[config.mk]
export PLATFORM = sky130hd
export DESIGN_NAME = apb_slave_regbank_flat
export DESIGN_NICKNAME = d
export VERILOG_FILES = /design/src/rtl/apb_pkg.sv /design/src/rtl/apb_slave_regbank_if.sv /design/src/rtl/apb_wrap_counter.sv /design/src/rtl/apb_slave_regbank.sv /design/src/flat_wrapper.sv
export SDC_FILE = /design/constraint.sdc
export NUM_CORES = 1
export LEC_CHECK = 0
export ABC_AREA = 1
export CORE_ASPECT_RATIO = 0.8
export CORE_MARGIN = 2
export CORE_UTILIZATION = 50
export CTS_BUF_LIST = sky130_fd_sc_hd__clkbuf_2 sky130_fd_sc_hd__clkbuf_4 sky130_fd_sc_hd__clkbuf_8
export DETAILED_ROUTE_END_ITERATION = 8
export PLACE_DENSITY_LB_ADDON = 0.08
export SETUP_SLACK_MARGIN = 0.3
export SYNTH_ARGS = -nofsm -noshare
export SYNTH_HDL_FRONTEND = slang
export SYNTH_SLANG_ARGS = --single-unit
export TNS_END_PERCENT = 50
[constraint.sdc]
create_clock -name HCLK -period 2.88 [get_ports HCLK]
set_input_delay 0.432 -clock HCLK [delete_from_list [all_inputs] [get_ports HCLK]]
set_output_delay 0.432 -clock HCLK [all_outputs]
set_load 0.1 [all_outputs]
[src/rtl/apb_pkg.sv]
`default_nettype none
// +----------------------------------------------------------------------+
// | Package  : apb_pkg                                                   |
// | Purpose  : FSM encoding, register offsets and CTRL bit positions     |
// |            shared by the APB register bank.                          |
// | Revision : 1.0  initial release                                      |
// +----------------------------------------------------------------------+
package apb_pkg;

    typedef enum logic [1:0] {
        ST_IDLE   = 2'd0,
        ST_SETUP  = 2'd1,
        ST_WAIT   = 2'd2,
        ST_ACCESS = 2'd3
    } apb_state_e;

    localparam logic [3:0] OFF_CTRL     = 4'd0;
    localparam logic [3:0] OFF_STATUS   = 4'd1;
    localparam logic [3:0] OFF_COUNT    = 4'd2;
    localparam logic [3:0] OFF_SCRATCH0 = 4'd4;
    localparam logic [3:0] OFF_SCRATCH7 = 4'd11;

    localparam int CTRL_CNT_EN = 0;
    localparam int CTRL_IRQ_EN = 1;

    function automatic logic is_scratch(input logic [3:0] off);
        return (off >= OFF_SCRATCH0) && (off <= OFF_SCRATCH7);
    endfunction

    function automatic logic is_reserved(input logic [3:0] off);
        return (off == 4'd3) || (off > OFF_SCRATCH7);
    endfunction

endpackage
`default_nettype wire

[src/rtl/apb_slave_regbank_if.sv]
`default_nettype none
// +----------------------------------------------------------------------+
// | Interface: apb_slave_regbank_if                                      |
// | Purpose  : APB completer-side bus bundle with master/slave views.    |
// | Revision : 1.0  initial release                                      |
// +----------------------------------------------------------------------+
interface apb_slave_regbank_if;

    logic        PSEL;
    logic        PENABLE;
    logic        PWRITE;
    logic [31:0] PADDR;
    logic [31:0] PWDATA;
    logic [31:0] PRDATA;
    logic        PREADY;
    logic        PSLVERR;

    modport master (
        output PSEL, PENABLE, PWRITE, PADDR, PWDATA,
        input  PRDATA, PREADY, PSLVERR
    );

    modport slave (
        input  PSEL, PENABLE, PWRITE, PADDR, PWDATA,
        output PRDATA, PREADY, PSLVERR
    );

endinterface
`default_nettype wire

[src/rtl/apb_wrap_counter.sv]
`default_nettype none
// +----------------------------------------------------------------------+
// | Module   : apb_wrap_counter                                          |
// | Purpose  : Free-running 32-bit counter with sticky wrap flag (W1C).  |
// | Revision : 1.0  initial release                                      |
// +----------------------------------------------------------------------+
module apb_wrap_counter (
    input  wire logic        clk,
    input  wire logic        rst,
    input  wire logic        en_i,
    input  wire logic        clr_i,
    output logic [31:0]      count_o,
    output logic             flag_o
);

    logic [31:0] count_q, count_d;
    logic        flag_q, flag_d;
    logic        w_wrap;

    always_comb begin
        w_wrap  = en_i && (count_q == 32'hFFFF_FFFF);
        count_d = en_i ? count_q + 32'd1 : count_q;
        // A wrap on the same edge as a clear keeps the flag set.
        flag_d  = w_wrap ? 1'b1 : (clr_i ? 1'b0 : flag_q);
    end

    always_ff @(posedge clk) begin
        if (rst) begin
            count_q <= '0;
            flag_q  <= 1'b0;
        end else begin
            count_q <= count_d;
            flag_q  <= flag_d;
        end
    end

    assign count_o = count_q;
    assign flag_o  = flag_q;

endmodule
`default_nettype wire

[src/rtl/apb_slave_regbank.sv]
`default_nettype none
// +----------------------------------------------------------------------+
// | Module   : apb_slave_regbank                                         |
// | Purpose  : APB register bank: CTRL/STATUS/COUNT and 8 scratch regs   |
// |            with configurable wait states and error responses.        |
// | Revision : 1.0  initial release                                      |
// +----------------------------------------------------------------------+
module apb_slave_regbank
    import apb_pkg::*;
#(
    parameter int          WAIT_STATES = 1,
    parameter logic [31:0] RESET_CTRL  = 32'h0
) (
    input  wire logic           HCLK,
    input  wire logic           HRESET,
    apb_slave_regbank_if.slave  apb,
    output logic                IRQ
);

    localparam logic [2:0] C_WAIT_LOAD = (WAIT_STATES > 0) ? 3'(WAIT_STATES - 1) : 3'd0;

    apb_state_e  state_q, state_d;
    logic [2:0]  wcnt_q, wcnt_d;
    logic [5:0]  addr_q, addr_d;
    logic        write_q, write_d;
    logic [31:0] wdata_q, wdata_d;
    logic [1:0]  ctrl_q, ctrl_d;
    logic [31:0] scratch_q [8];
    logic [31:0] scratch_d [8];

    logic [3:0]  w_off;
    logic [2:0]  w_sidx;
    logic        w_access;
    logic        w_err;
    logic        w_do_write;
    logic        w_status_clr;
    logic [31:0] w_rdata;
    logic [31:0] w_count;
    logic        w_status;
    logic        w_unused_paddr;

    assign w_unused_paddr = ^apb.PADDR[31:6];

    assign w_off      = addr_q[5:2];
    assign w_sidx     = 3'(w_off - OFF_SCRATCH0);
    assign w_access   = (state_q == ST_ACCESS) && apb.PSEL;
    assign w_err      = (addr_q[1:0] != 2'b00) || is_reserved(w_off)
                      || (write_q && (w_off == OFF_COUNT));
    assign w_do_write = w_access && write_q && !w_err;
    assign w_status_clr = w_do_write && (w_off == OFF_STATUS) && wdata_q[0];

    always_comb begin
        w_rdata = '0;
        case (w_off)
            OFF_CTRL:   w_rdata = {30'b0, ctrl_q};
            OFF_STATUS: w_rdata = {31'b0, w_status};
            OFF_COUNT:  w_rdata = w_count;
            default:    if (is_scratch(w_off)) w_rdata = scratch_q[w_sidx];
        endcase
    end

    assign apb.PREADY  = w_access;
    assign apb.PSLVERR = w_access && w_err;
    assign apb.PRDATA  = (w_access && !write_q && !w_err) ? w_rdata : 32'h0;
    assign IRQ         = w_status && ctrl_q[CTRL_IRQ_EN];

    always_comb begin
        state_d   = state_q;
        wcnt_d    = wcnt_q;
        addr_d    = addr_q;
        write_d   = write_q;
        wdata_d   = wdata_q;
        ctrl_d    = ctrl_q;
        scratch_d = scratch_q;

        case (state_q)
            ST_IDLE: begin
                if (apb.PSEL && !apb.PENABLE) state_d = ST_SETUP;
            end
            ST_SETUP: begin
                // Transfer attributes are frozen here; later bus changes are ignored.
                addr_d  = apb.PADDR[5:0];
                write_d = apb.PWRITE;
                wdata_d = apb.PWDATA;
                if (!apb.PSEL) begin
                    state_d = ST_IDLE;
                end else if (apb.PENABLE) begin
                    if (WAIT_STATES == 0) begin
                        state_d = ST_ACCESS;
                    end else begin
                        state_d = ST_WAIT;
                        wcnt_d  = C_WAIT_LOAD;
                    end
                end
            end
            ST_WAIT: begin
                if (!apb.PSEL)          state_d = ST_IDLE;
                else if (wcnt_q == 3'd0) state_d = ST_ACCESS;
                else                     wcnt_d  = wcnt_q - 3'd1;
            end
            ST_ACCESS: begin
                state_d = (apb.PSEL && !apb.PENABLE) ? ST_SETUP : ST_IDLE;
            end
            default: state_d = ST_IDLE;
        endcase

        if (w_do_write) begin
            if (w_off == OFF_CTRL)   ctrl_d = wdata_q[1:0];
            if (is_scratch(w_off))   scratch_d[w_sidx] = wdata_q;
        end
    end

    always_ff @(posedge HCLK) begin
        if (HRESET) begin
            state_q   <= ST_IDLE;
            wcnt_q    <= '0;
            addr_q    <= '0;
            write_q   <= 1'b0;
            wdata_q   <= '0;
            ctrl_q    <= RESET_CTRL[1:0];
            scratch_q <= '{default: '0};
        end else begin
            state_q   <= state_d;
            wcnt_q    <= wcnt_d;
            addr_q    <= addr_d;
            write_q   <= write_d;
            wdata_q   <= wdata_d;
            ctrl_q    <= ctrl_d;
            scratch_q <= scratch_d;
        end
    end

    apb_wrap_counter u_counter (
        .clk     (HCLK),
        .rst     (HRESET),
        .en_i    (ctrl_q[CTRL_CNT_EN]),
        .clr_i   (w_status_clr),
        .count_o (w_count),
        .flag_o  (w_status)
    );

endmodule
`default_nettype wire

[src/flat_wrapper.sv]
// flat-port wrapper written by rule: the top's interface ports become plain ports
module apb_slave_regbank_flat import apb_pkg::*;
#(
    parameter int          WAIT_STATES = 1,
    parameter logic [31:0] RESET_CTRL  = 32'h0
)
  (HCLK, HRESET, IRQ, apb_PSEL, apb_PENABLE, apb_PWRITE, apb_PADDR, apb_PWDATA, apb_PRDATA, apb_PREADY, apb_PSLVERR);
  apb_slave_regbank_if apb_i ();
  input  wire logic HCLK;
  input  wire logic HRESET;
  output logic IRQ;
  input wire logic [$bits(apb_i.PSEL)-1:0] apb_PSEL;
  input wire logic [$bits(apb_i.PENABLE)-1:0] apb_PENABLE;
  input wire logic [$bits(apb_i.PWRITE)-1:0] apb_PWRITE;
  input wire logic [$bits(apb_i.PADDR)-1:0] apb_PADDR;
  input wire logic [$bits(apb_i.PWDATA)-1:0] apb_PWDATA;
  output wire logic [$bits(apb_i.PRDATA)-1:0] apb_PRDATA;
  output wire logic [$bits(apb_i.PREADY)-1:0] apb_PREADY;
  output wire logic [$bits(apb_i.PSLVERR)-1:0] apb_PSLVERR;
  assign apb_i.PSEL = apb_PSEL;
  assign apb_i.PENABLE = apb_PENABLE;
  assign apb_i.PWRITE = apb_PWRITE;
  assign apb_i.PADDR = apb_PADDR;
  assign apb_i.PWDATA = apb_PWDATA;
  assign apb_PRDATA = apb_i.PRDATA;
  assign apb_PREADY = apb_i.PREADY;
  assign apb_PSLVERR = apb_i.PSLVERR;
  apb_slave_regbank #(.WAIT_STATES(WAIT_STATES), .RESET_CTRL(RESET_CTRL)) u_core (.HCLK(HCLK), .HRESET(HRESET), .apb(apb_i), .IRQ(IRQ));
endmodule
==> impl_metrics.csv <==
group,metric,value,unit
yosys,synth_edf_count,0,
drt,drt_iter0_drc,1791,
yosys,synthArstFlopShare,0,
power_and_ir_drop,p_seq_frac,0.398,
die,boundaryPins,104,
layout,syn_to_final_growth,27.7,%
sta,hold_viol,0,
die,start_util,0.504,
min_path,min_path_type,"primary input to register",
drt,vias_per_cell,5.51,
worst_setup_path,cpMostUsedCell,"buf_12",
sta,max_clock_freq,0.357,GHz
worst_setup_path,start_kind,"register",
power_and_ir_drop,p_leak,0.00798,uW
global_route,antenna_found_initial,0,
placed_design,io_buffer_count,77,
power_and_ir_drop,swShare,0.338,
worst_setup_path,worstPathArrival,2.37,ns
layout,drive_above_1_share,0.151,
sta,tns,0,ns
yosys,ys_warn_count,0,
drt,postRouteWirelength,57700,um
yosys,syn_nets,2670,
clock_network,root_buffer,"clkbuf_8",
layout,final_common_cell,"nor2_1",
clock_network,cts-htree-levels,2,
global_route,grt_util_all_layers,0.332,
sta,slew_headroom,0.574,
clock_network,postCtsHoldBufs,0,
power_and_ir_drop,p_switching,4080,uW
die,die_y,165,um
clock_network,cts_buffers,53,
yosys,yosys_most_used_dff,"dfxtp_1",
clock_network,cts_tree,"done",
global_route,grt_first_pass_wirelength,87300,um
placed_design,dp_hpwl,34700,um
power_and_ir_drop,vdd_drop_max,388,uV
worst_setup_path,slowest_delay,0.41,ns
outcome,status,"completed",
drt,remaining_drc_errors,0,
clock_network,clkTransAtPathRegs,0.06,ns
sta,setup_viol,0,
worst_setup_path,crit_chain,"buf_12 > nor2_4 > buf_4 > clkbuf_16 > a21oi_1 > nand3_1 > nand3_4 > a21oi_4 > buf_12",
worst_setup_path,cp.required,2.45,ns
drt,dr.pass1.iters,6,
worst_setup_path,critPathSlowestCell,"dfxtp_4",
worst_setup_path,critPathMaxFanout,8,
yosys,ys_seq_elements,335,
clock_network,cts_num_sinks,335,
yosys,synth_cells,2596,
job,drv_cap,0,
layout,final_cell_mix,"637 x nor2_1, 579 x nand2_1, 331 x dfxtp_1, 315 x nand3_1, 115 x inv_1",
die,die-area,34000,um2
global_route,grt_overflow,0,
yosys,syn_area,16300,um2
power_and_ir_drop,clockPowerShare,0.356,
placed_design,gp_congestion,0.915,
sta,period_minus_slack,2.80,ns
die,fp-row-count,59,
placed_design,postPlaceCellArea,18600,um2
clock_network,clockBufferDepth,3,
yosys,syn_area_per_cell,6.27,um2
die,die_w,206,um
layout,nets,2749,
power_and_ir_drop,intPower,8010,uW
layout,final_util,0.643,
yosys,synth.distinct_cells,26,
sta,fin_crit_sh,0.972,
layout,antenna_cells,0,
global_route,grt_max_degree,75,
yosys,ys_seq_area_frac,0.412,
drt,postRouteAntennaNets,0,
layout,final_cell_area,20800,um2
sta,rsz0062_at_grt,"yes",
power_and_ir_drop,p_comb_frac,0.245,
power_and_ir_drop,power_density,581,nW/um2
clock_network,clock_latency,0.62,ns
die,core_area,32300,um2
worst_setup_path,critPathCaptureType,"output pin",
worst_setup_path,path_class,"register to output pin",
global_route,grt_pass1_vias,15600,
layout,fill_cells,2976,
sta,fin_skew,0.0325,ns
sta,drv_slew,0,
drt,wl_per_cell,18.4,um
sta,tightest_slew,0.632,ns
drt,via_count,17300,
-- power by group through the flow --
stage	registers [uW]	clock network [uW]	logic (uW)
after floorplan	4880	0	1410
after global placement	4900	0	2220
after detailed placement	4900	0	2250
after CTS	4800	4340	2650
after global routing	4820	4550	3100
final	4810	4310	2970
-- kinds of logic (layout without fill, tap and decap cells) --
group,Yosys count,in the layout,synth area share
xor gates and xnor gates,1,1,0.000538
adders and majority gates,5,5,0.00384
AOI/OAI and AO/OA,229,229,0.0707
buffers and inverters,340,457,0.0853
DFF,335,335,0.412
and+or+nand+nor,1686,1686,0.428
-- cells in the mapped netlist, types with 5 or more instances --
| cell | instances | area (um2) |
|---|---|---|
| nand2_1 | 616 | 2310 |
| buf_4 | 14 | 105 |
| nor2_2 | 12 | 75.1 |
| inv_1 | 122 | 458 |
| nand3_1 | 345 | 1730 |
| clkbuf_1 | 85 | 319 |
| ha_1 | 5 | 62.6 |
| buf_2 | 49 | 245 |
| inv_2 | 11 | 41.3 |
| a21oi_1 | 148 | 741 |
| clkinv_1 | 32 | 120 |
| o21ai_0 | 79 | 395 |
| nand4_1 | 48 | 300 |
| buf_1 | 27 | 101 |
| nor2_1 | 640 | 2400 |
| nor3_1 | 18 | 90.1 |
| dfxtp_1 | 335 | 6710 |
-- registers in the layout (all words and copies together), names as in the netlist --
name and count:
u_core.addr_q 6, u_core.ctrl_q 2, u_core.scratch_q 256, u_core.state_q 2
u_core.u_counter.count_o 32, u_core.u_counter.flag_o 1, u_core.wcnt_q 3, u_core.wdata_q 32
u_core.write_q 1
-- routing by layer --
metal | up-vias | routed length, um | GRT usage
met5 | - | 0 | 0
met4 | 0 | 2130 | 0.133
met3 | 142 | 5320 | 0.0585
met2 | 807 | 25000 | 0.513
met1 | 7940 | 25200 | 0.460
li1 | 8408 | - | -
-- final timing paths --
kind                    start                    to  slack (ns)  cells past startpoint
max          u_core.addr_q[2]        apb_PRDATA[16]        0.08                      9
min              apb_PADDR[0]      u_core.addr_q[0]        0.42                      3
max reg2reg  u_core.addr_q[3]  u_core.scratch_q[48]        0.65                     13
min reg2reg  u_core.wcnt_q[1]      u_core.wcnt_q[1]        0.47                      2
-- stage by stage --
step / hold WS, ns / setup WS, ns / std cells / power [uW]
finish: 0.424 / 0.0794 / 3140 / 12100
global placement: 0.443 / 0.233 / 3009 / 7120
detailed placement: 0.457 / 0.224 / 3009 / 7150
floorplan: 0.433 / 0.313 / 2596 / 6290
CTS: 0.405 / 0.0898 / 3122 / 11800
global route: 0.452 / 0.0358 / 3140 / 12500
-- critical path, delay by kind of cell, from the launching register on --
family	cells	cell delay (ns)
DFF	1	0.41
and+or+nand+nor	3	0.38
buffers and inverters	4	0.66
AOI/OAI and AO/OA	2	0.28
-- final cells by class --
class                   count  area (um2)  area share
repair inverters            2        15.0    0.000722
flip-flops and latches    335        6720       0.323
inverters                 165         681      0.0327
clock buffers              87        1080      0.0518
clock inverters             6        32.5     0.00156
multi-input cells        1921        9080       0.437
repair buffers            197        2660       0.128
well taps                 427         534      0.0257
-- repair_timing --
item                       in CTS  in global routing
pin swaps                      22                 18
cloned                          5                  8
resized for setup              79                 63
setup endpoints to repair      33                 33
buffers inserted               15                 10
Power figures use the tool's default switching activity.
